## src/rtl/ahb_cmd_master.sv

```systemverilog
// Command FIFO feeding a pipelined zero-wait AHB master: one NONSEQ per cycle,
// data phase one cycle behind, read data returned as a single-cycle pulse.
module ahb_cmd_master #(
  parameter int ADDR_W     = 21,
  parameter int DATA_W     = 8,
  parameter int FIFO_DEPTH = 4,
  parameter int CNT_W      = 16
) (
  input  logic              HCLK,
  input  logic              HRESETn,
  input  logic              cmd_valid,
  output logic              cmd_ready,
  input  logic              cmd_write,
  input  logic [ADDR_W-1:0] cmd_addr,
  input  logic [DATA_W-1:0] cmd_wdata,
  output logic              rsp_valid,
  output logic [DATA_W-1:0] rsp_rdata,
  output logic              busy,
  output logic [CNT_W-1:0]  wr_cnt,
  output logic [CNT_W-1:0]  rd_cnt,
  output logic [ADDR_W-1:0] HADDR,
  output logic              HWRITE,
  output logic [DATA_W-1:0] HWDATA,
  output logic [1:0]        HTRANS,
  input  logic [DATA_W-1:0] HRDATA
);

  localparam int PTR_W = $clog2(FIFO_DEPTH);
  localparam logic [1:0] TR_IDLE   = 2'b00;
  localparam logic [1:0] TR_NONSEQ = 2'b10;
  localparam logic [CNT_W-1:0] CNT_MAX = '1;

  logic              fifo_write [FIFO_DEPTH];
  logic [ADDR_W-1:0] fifo_addr  [FIFO_DEPTH];
  logic [DATA_W-1:0] fifo_wdata [FIFO_DEPTH];

  logic [PTR_W:0]   wr_ptr, rd_ptr;
  logic [PTR_W-1:0] wr_idx, rd_idx;
  logic             empty, full, push, pop;
  logic             ap_nonseq;
  logic [DATA_W-1:0] ap_wdata;
  logic             dp_valid, dp_write;

  assign wr_idx    = wr_ptr[PTR_W-1:0];
  assign rd_idx    = rd_ptr[PTR_W-1:0];
  assign empty     = (wr_ptr == rd_ptr);
  assign full      = (wr_ptr[PTR_W] != rd_ptr[PTR_W]) && (wr_idx == rd_idx);
  assign cmd_ready = ~full;
  assign push      = cmd_valid & ~full;
  assign pop       = ~empty;
  assign ap_nonseq = (HTRANS == TR_NONSEQ);
  assign busy      = ~empty | ap_nonseq | dp_valid;

  // Storage is not reset; the pointers alone define which entries are live.
  always_ff @(posedge HCLK) begin
    if (push) begin
      fifo_write[wr_idx] <= cmd_write;
      fifo_addr[wr_idx]  <= cmd_addr;
      fifo_wdata[wr_idx] <= cmd_wdata;
    end
  end

  always_ff @(posedge HCLK or negedge HRESETn) begin
    if (!HRESETn) begin
      wr_ptr <= '0;
      rd_ptr <= '0;
    end else begin
      if (push) wr_ptr <= wr_ptr + 1'b1;
      if (pop)  rd_ptr <= rd_ptr + 1'b1;
    end
  end

  // Address phase: HADDR/HWRITE hold their last value while idle.
  always_ff @(posedge HCLK or negedge HRESETn) begin
    if (!HRESETn) begin
      HTRANS   <= TR_IDLE;
      HADDR    <= '0;
      HWRITE   <= 1'b0;
      ap_wdata <= '0;
    end else if (pop) begin
      HTRANS   <= TR_NONSEQ;
      HADDR    <= fifo_addr[rd_idx];
      HWRITE   <= fifo_write[rd_idx];
      ap_wdata <= fifo_wdata[rd_idx];
    end else begin
      HTRANS   <= TR_IDLE;
    end
  end

  // Data phase; HRDATA is only looked at while a read data phase is active.
  always_ff @(posedge HCLK or negedge HRESETn) begin
    if (!HRESETn) begin
      dp_valid  <= 1'b0;
      dp_write  <= 1'b0;
      HWDATA    <= '0;
      rsp_valid <= 1'b0;
      rsp_rdata <= '0;
    end else begin
      dp_valid  <= ap_nonseq;
      dp_write  <= HWRITE;
      if (ap_nonseq && HWRITE) HWDATA <= ap_wdata;
      rsp_valid <= dp_valid & ~dp_write;
      if (dp_valid && !dp_write) rsp_rdata <= HRDATA;
    end
  end

  always_ff @(posedge HCLK or negedge HRESETn) begin
    if (!HRESETn) begin
      wr_cnt <= '0;
      rd_cnt <= '0;
    end else if (pop) begin
      if (fifo_write[rd_idx] && (wr_cnt != CNT_MAX)) wr_cnt <= wr_cnt + 1'b1;
      if (!fifo_write[rd_idx] && (rd_cnt != CNT_MAX)) rd_cnt <= rd_cnt + 1'b1;
    end
  end

endmodule
```

## config.mk

```make
export PLATFORM = sky130hd
export DESIGN_NAME = ahb_cmd_master
export DESIGN_NICKNAME = d
export VERILOG_FILES = /design/src/rtl/ahb_cmd_master.sv
export SDC_FILE = /design/constraint.sdc
export NUM_CORES = 1
export LEC_CHECK = 0
export CORE_ASPECT_RATIO = 0.8
export CORE_MARGIN = 5
export CORE_UTILIZATION = 40
export CTS_BUF_LIST = sky130_fd_sc_hd__clkbuf_8 sky130_fd_sc_hd__clkbuf_16
export CTS_CLUSTER_DIAMETER = 30
export DETAILED_ROUTE_END_ITERATION = 7
export PLACE_DENSITY = 0.69
export SETUP_SLACK_MARGIN = 0.02
export SLEW_MARGIN = 20
export SYNTH_ARGS = -nofsm -noshare
export SYNTH_HDL_FRONTEND = slang
export SYNTH_SLANG_ARGS = --single-unit
```

## constraint.sdc

```tcl
create_clock -name HCLK -period 2.6 [get_ports HCLK]
set_clock_uncertainty 0.15 [all_clocks]
set_input_delay 0.52 -clock HCLK [delete_from_list [all_inputs] [get_ports HCLK]]
set_output_delay 0.52 -clock HCLK [all_outputs]
set_load 0.05 [all_outputs]
```

==> qor.txt <==
Post-synth top flop = edfxtp_1
register area share after synthesis = 0.713
Clock Latency Late Sink = 0.51 ns
Post-DP HPWL = 10600 µm
Worst setup SP type = flip-flop
total gr overflow = 0
R2R Setup Slk = 0.30 ns
Worst Setup EP = rd_cnt[3]
Yosys reg bits = 208
crit-path leading delay family = buffers and inverters
worst-case headroom to the max-slew limit = 0.328
Avg Cell Area, Syn = 18.3 µm²
clk slew on worst S/H paths = 0.05 ns
vias in the first global route = 4869
leakage = 4.28 nW
Setup TNS Final = 0 ns
Final Hold Vio Count = 0
Worst EP required = 1.93 ns
worst min path class = reg2reg
dpl cells = 824
Residual DRC = 0
Top Metal Used = met4
Netlist cell types = 38
synth warn = 0
Max IR drop VDD = 743 µV
Die ar. = 23300 µm²
kind of critical path = reg2out
Critical R2R Capture = wr_cnt[8]$_DFFE_PN0P_
Worst Setup End Kind = primary output
routed vias/inst = 5.08
Area Growth Syn to Fin = 37.5%
WP depth = 1
final worst path period need = 2.50 ns
Post-Route WL = 16700 µm
largest net degree at the start of global routing = 35
number of enable flip-flop cells after synthesis = 120
Max clock buf depth = 3
CTS H-tree lvls = 2
# clock sinks = 208
crit path max fanout = 7
syn_nets = 492
chip width = 170 µm
Routability Congestion = 0.803
Finish-stage setup viols = 0
max incr delay on CP = 0.86 ns
IO buf count = 114
# nets final = 655
core area = 19900 µm²
Async SR Flop Fraction = 0.423
critical path data arrival time = 1.83 ns
CTS tree = yes
DRT iter0 DRCs = 291
cell area power density = 1440 nW/µm²
first-pass iteration count of the detailed router = 5
Top Ports = 116
post-DR wirelength/cell = 18.5 µm
Max-Cap Viols = 0
Final period util = 0.963
met1 WL = 7300 µm
initial antenna violation count = 0
Slew Limit Fails = 0
CP bufs+invs = 1
worst slew pin tran = 0.992 ns
# diodes = 0
post-route insts no fill = 902
reg-to-reg startpoint = rd_ptr[0]$_DFFE_PN0P_
Starting Density = 0.409
gr usage total = 0.148
Final ANT Viol Nets = 0
TritonCTS Buffers = 39
clock root cell = clkbuf_16
Met2 Wirelength = 7970 µm
worst-case reg-to-reg path depth = 5
first-pass GRT wire length = 26800 µm
Met3 Wirelength = 1070 µm
Netlist Area Pre-Place = 8150 µm²
Layout fillers = 1564
vias = 4582
Post-Synthesis Cells = 444
final core occ = 0.562
RSZ-0062 raised after global routing = yes
cell row count = 46
Max Clock Freq = 399 MHz
fraction of layout cells with a size suffix above 1 = 0.303
Setup crit start = rd_cnt[3]$_DFFE_PN0P_
slowest cell on the critical path = clkdlybuf4s50_1
crit path cell chain = clkdlybuf4s50_1
Die Span Y = 138 µm
status = completed
## cells by family (layout without fill, tap and decap cells)
family          after synthesis  in the layout  synth area share
simple gates                 78             78            0.0596
buf+inv                      21            215            0.0129
other cells                   1              1          0.000460
flops                       208            208             0.713
mux                          78             78             0.149
compound gates               11             11            0.0112
fa+ha+maj                     7              7            0.0108
xor+xnor                     40             40            0.0430
## how the worst min path moves through the flow
stage	startpoint	to	slack, ns	cells after the start
final	HTRANS[1]$_DFF_PN0_	dp_valid$_DFF_PN0_	0.26	0
after global routing	HTRANS[1]$_DFF_PN0_	dp_valid$_DFF_PN0_	0.28	0
after CTS	HTRANS[1]$_DFF_PN0_	dp_valid$_DFF_PN0_	0.27	0
after detailed placement	HTRANS[1]$_DFF_PN0_	dp_valid$_DFF_PN0_	0.26	0
after global placement	HTRANS[1]$_DFF_PN0_	dp_valid$_DFF_PN0_	0.25	0
after floorplan	HRESETn	HADDR[0]$_DFFE_PN0P_	0.07	0
## stage by stage
stage	instance area, µm²	total power [W]	hold WS [ns]	setup WS, ns
finish	11200	0.0161	0.265	0.0962
global route	11200	0.0169	0.279	0.0101
CTS	11200	0.0162	0.268	0.0356
detailed placement	9710	0.0108	0.258	0.373
global placement	9710	0.0107	0.252	0.405
floorplan	8150	0.00899	0.0744	0.0974
## layout make-up
class | count | area, µm² | share of cell area
Clock buffer | 44 | 1070 | 0.0953
Clock inverter | 28 | 334 | 0.0298
Inverter | 5 | 18.8 | 0.00168
Multi-Input combinational cell | 215 | 2280 | 0.204
Sequential cell | 208 | 5810 | 0.519
Tap cell | 264 | 330 | 0.0295
Timing Repair Buffer | 138 | 1360 | 0.121
## synthesized netlist by cell type (6+ instances only)
cell type | number | share of area
clkbuf_1 | 9 | 0.0041
ha_1 | 7 | 0.011
nand2_1 | 10 | 0.0046
nand4_1 | 9 | 0.0069
mux2_2 | 48 | 0.066
dfrtp_1 | 88 | 0.27
xor2_1 | 30 | 0.032
nor4_1 | 8 | 0.0061
mux4_2 | 30 | 0.083
xnor2_1 | 10 | 0.011
nand3_1 | 13 | 0.0080
edfxtp_1 | 120 | 0.44
and2_1 | 6 | 0.0046
nor3_1 | 8 | 0.0049
## flip-flops by register name (all words and copies together), names as in the netlist, 3 cells and up
| register | cells |
|---|---|
| fifo_addr | 84 |
| fifo_wdata | 32 |
| HADDR | 21 |
| rd_cnt | 16 |
| wr_cnt | 16 |
| HWDATA | 8 |
| ap_wdata | 8 |
| rsp_rdata | 8 |
| fifo_write | 4 |
| rd_ptr | 3 |
| wr_ptr | 3 |
## report_power, final
group	internal [W]	switching, W
clock	0.00350	0.00172
combinational	0.00244	0.00331
sequential	0.00456	0.000556
total	0.0105	0.00558
## cells in the final DEF (no fill, tap or decap), types with 8 or more instances in the layout
cell | netlist | final
mux2_2 | 48 | 48
nand2_1 | 10 | 10
dfrtp_1 | 88 | 85
nand3_1 | 13 | 12
nor3_1 | 8 | 8
xor2_1 | 30 | 30
nand4_1 | 9 | 9
mux4_2 | 30 | 30
edfxtp_1 | 120 | 120
clkdlybuf4s50_1 | 0 | 110
buf_4 | 2 | 23
clkbuf_16 | 0 | 41
## timing repair
| item | CTS | global route |
|---|---|---|
| gates resized for setup | 4 | 2 |
| cloned | 0 | 0 |
| setup buffers | 0 | 5 |
| hold endpoints to repair | 28 | 0 |
| pin swaps | 2 | 2 |
| endpoints found under the setup margin | 1 | 2 |
| hold buffers | 1 | 0 |
## metal layers
metal	global-route usage	up-vias
li1	-	2064
met2	0.236	139
met1	0.196	2345
met5	0	-
met3	0.0479	34
met4	0.0456	0
Note: power is estimated with default switching activity, not from simulation.
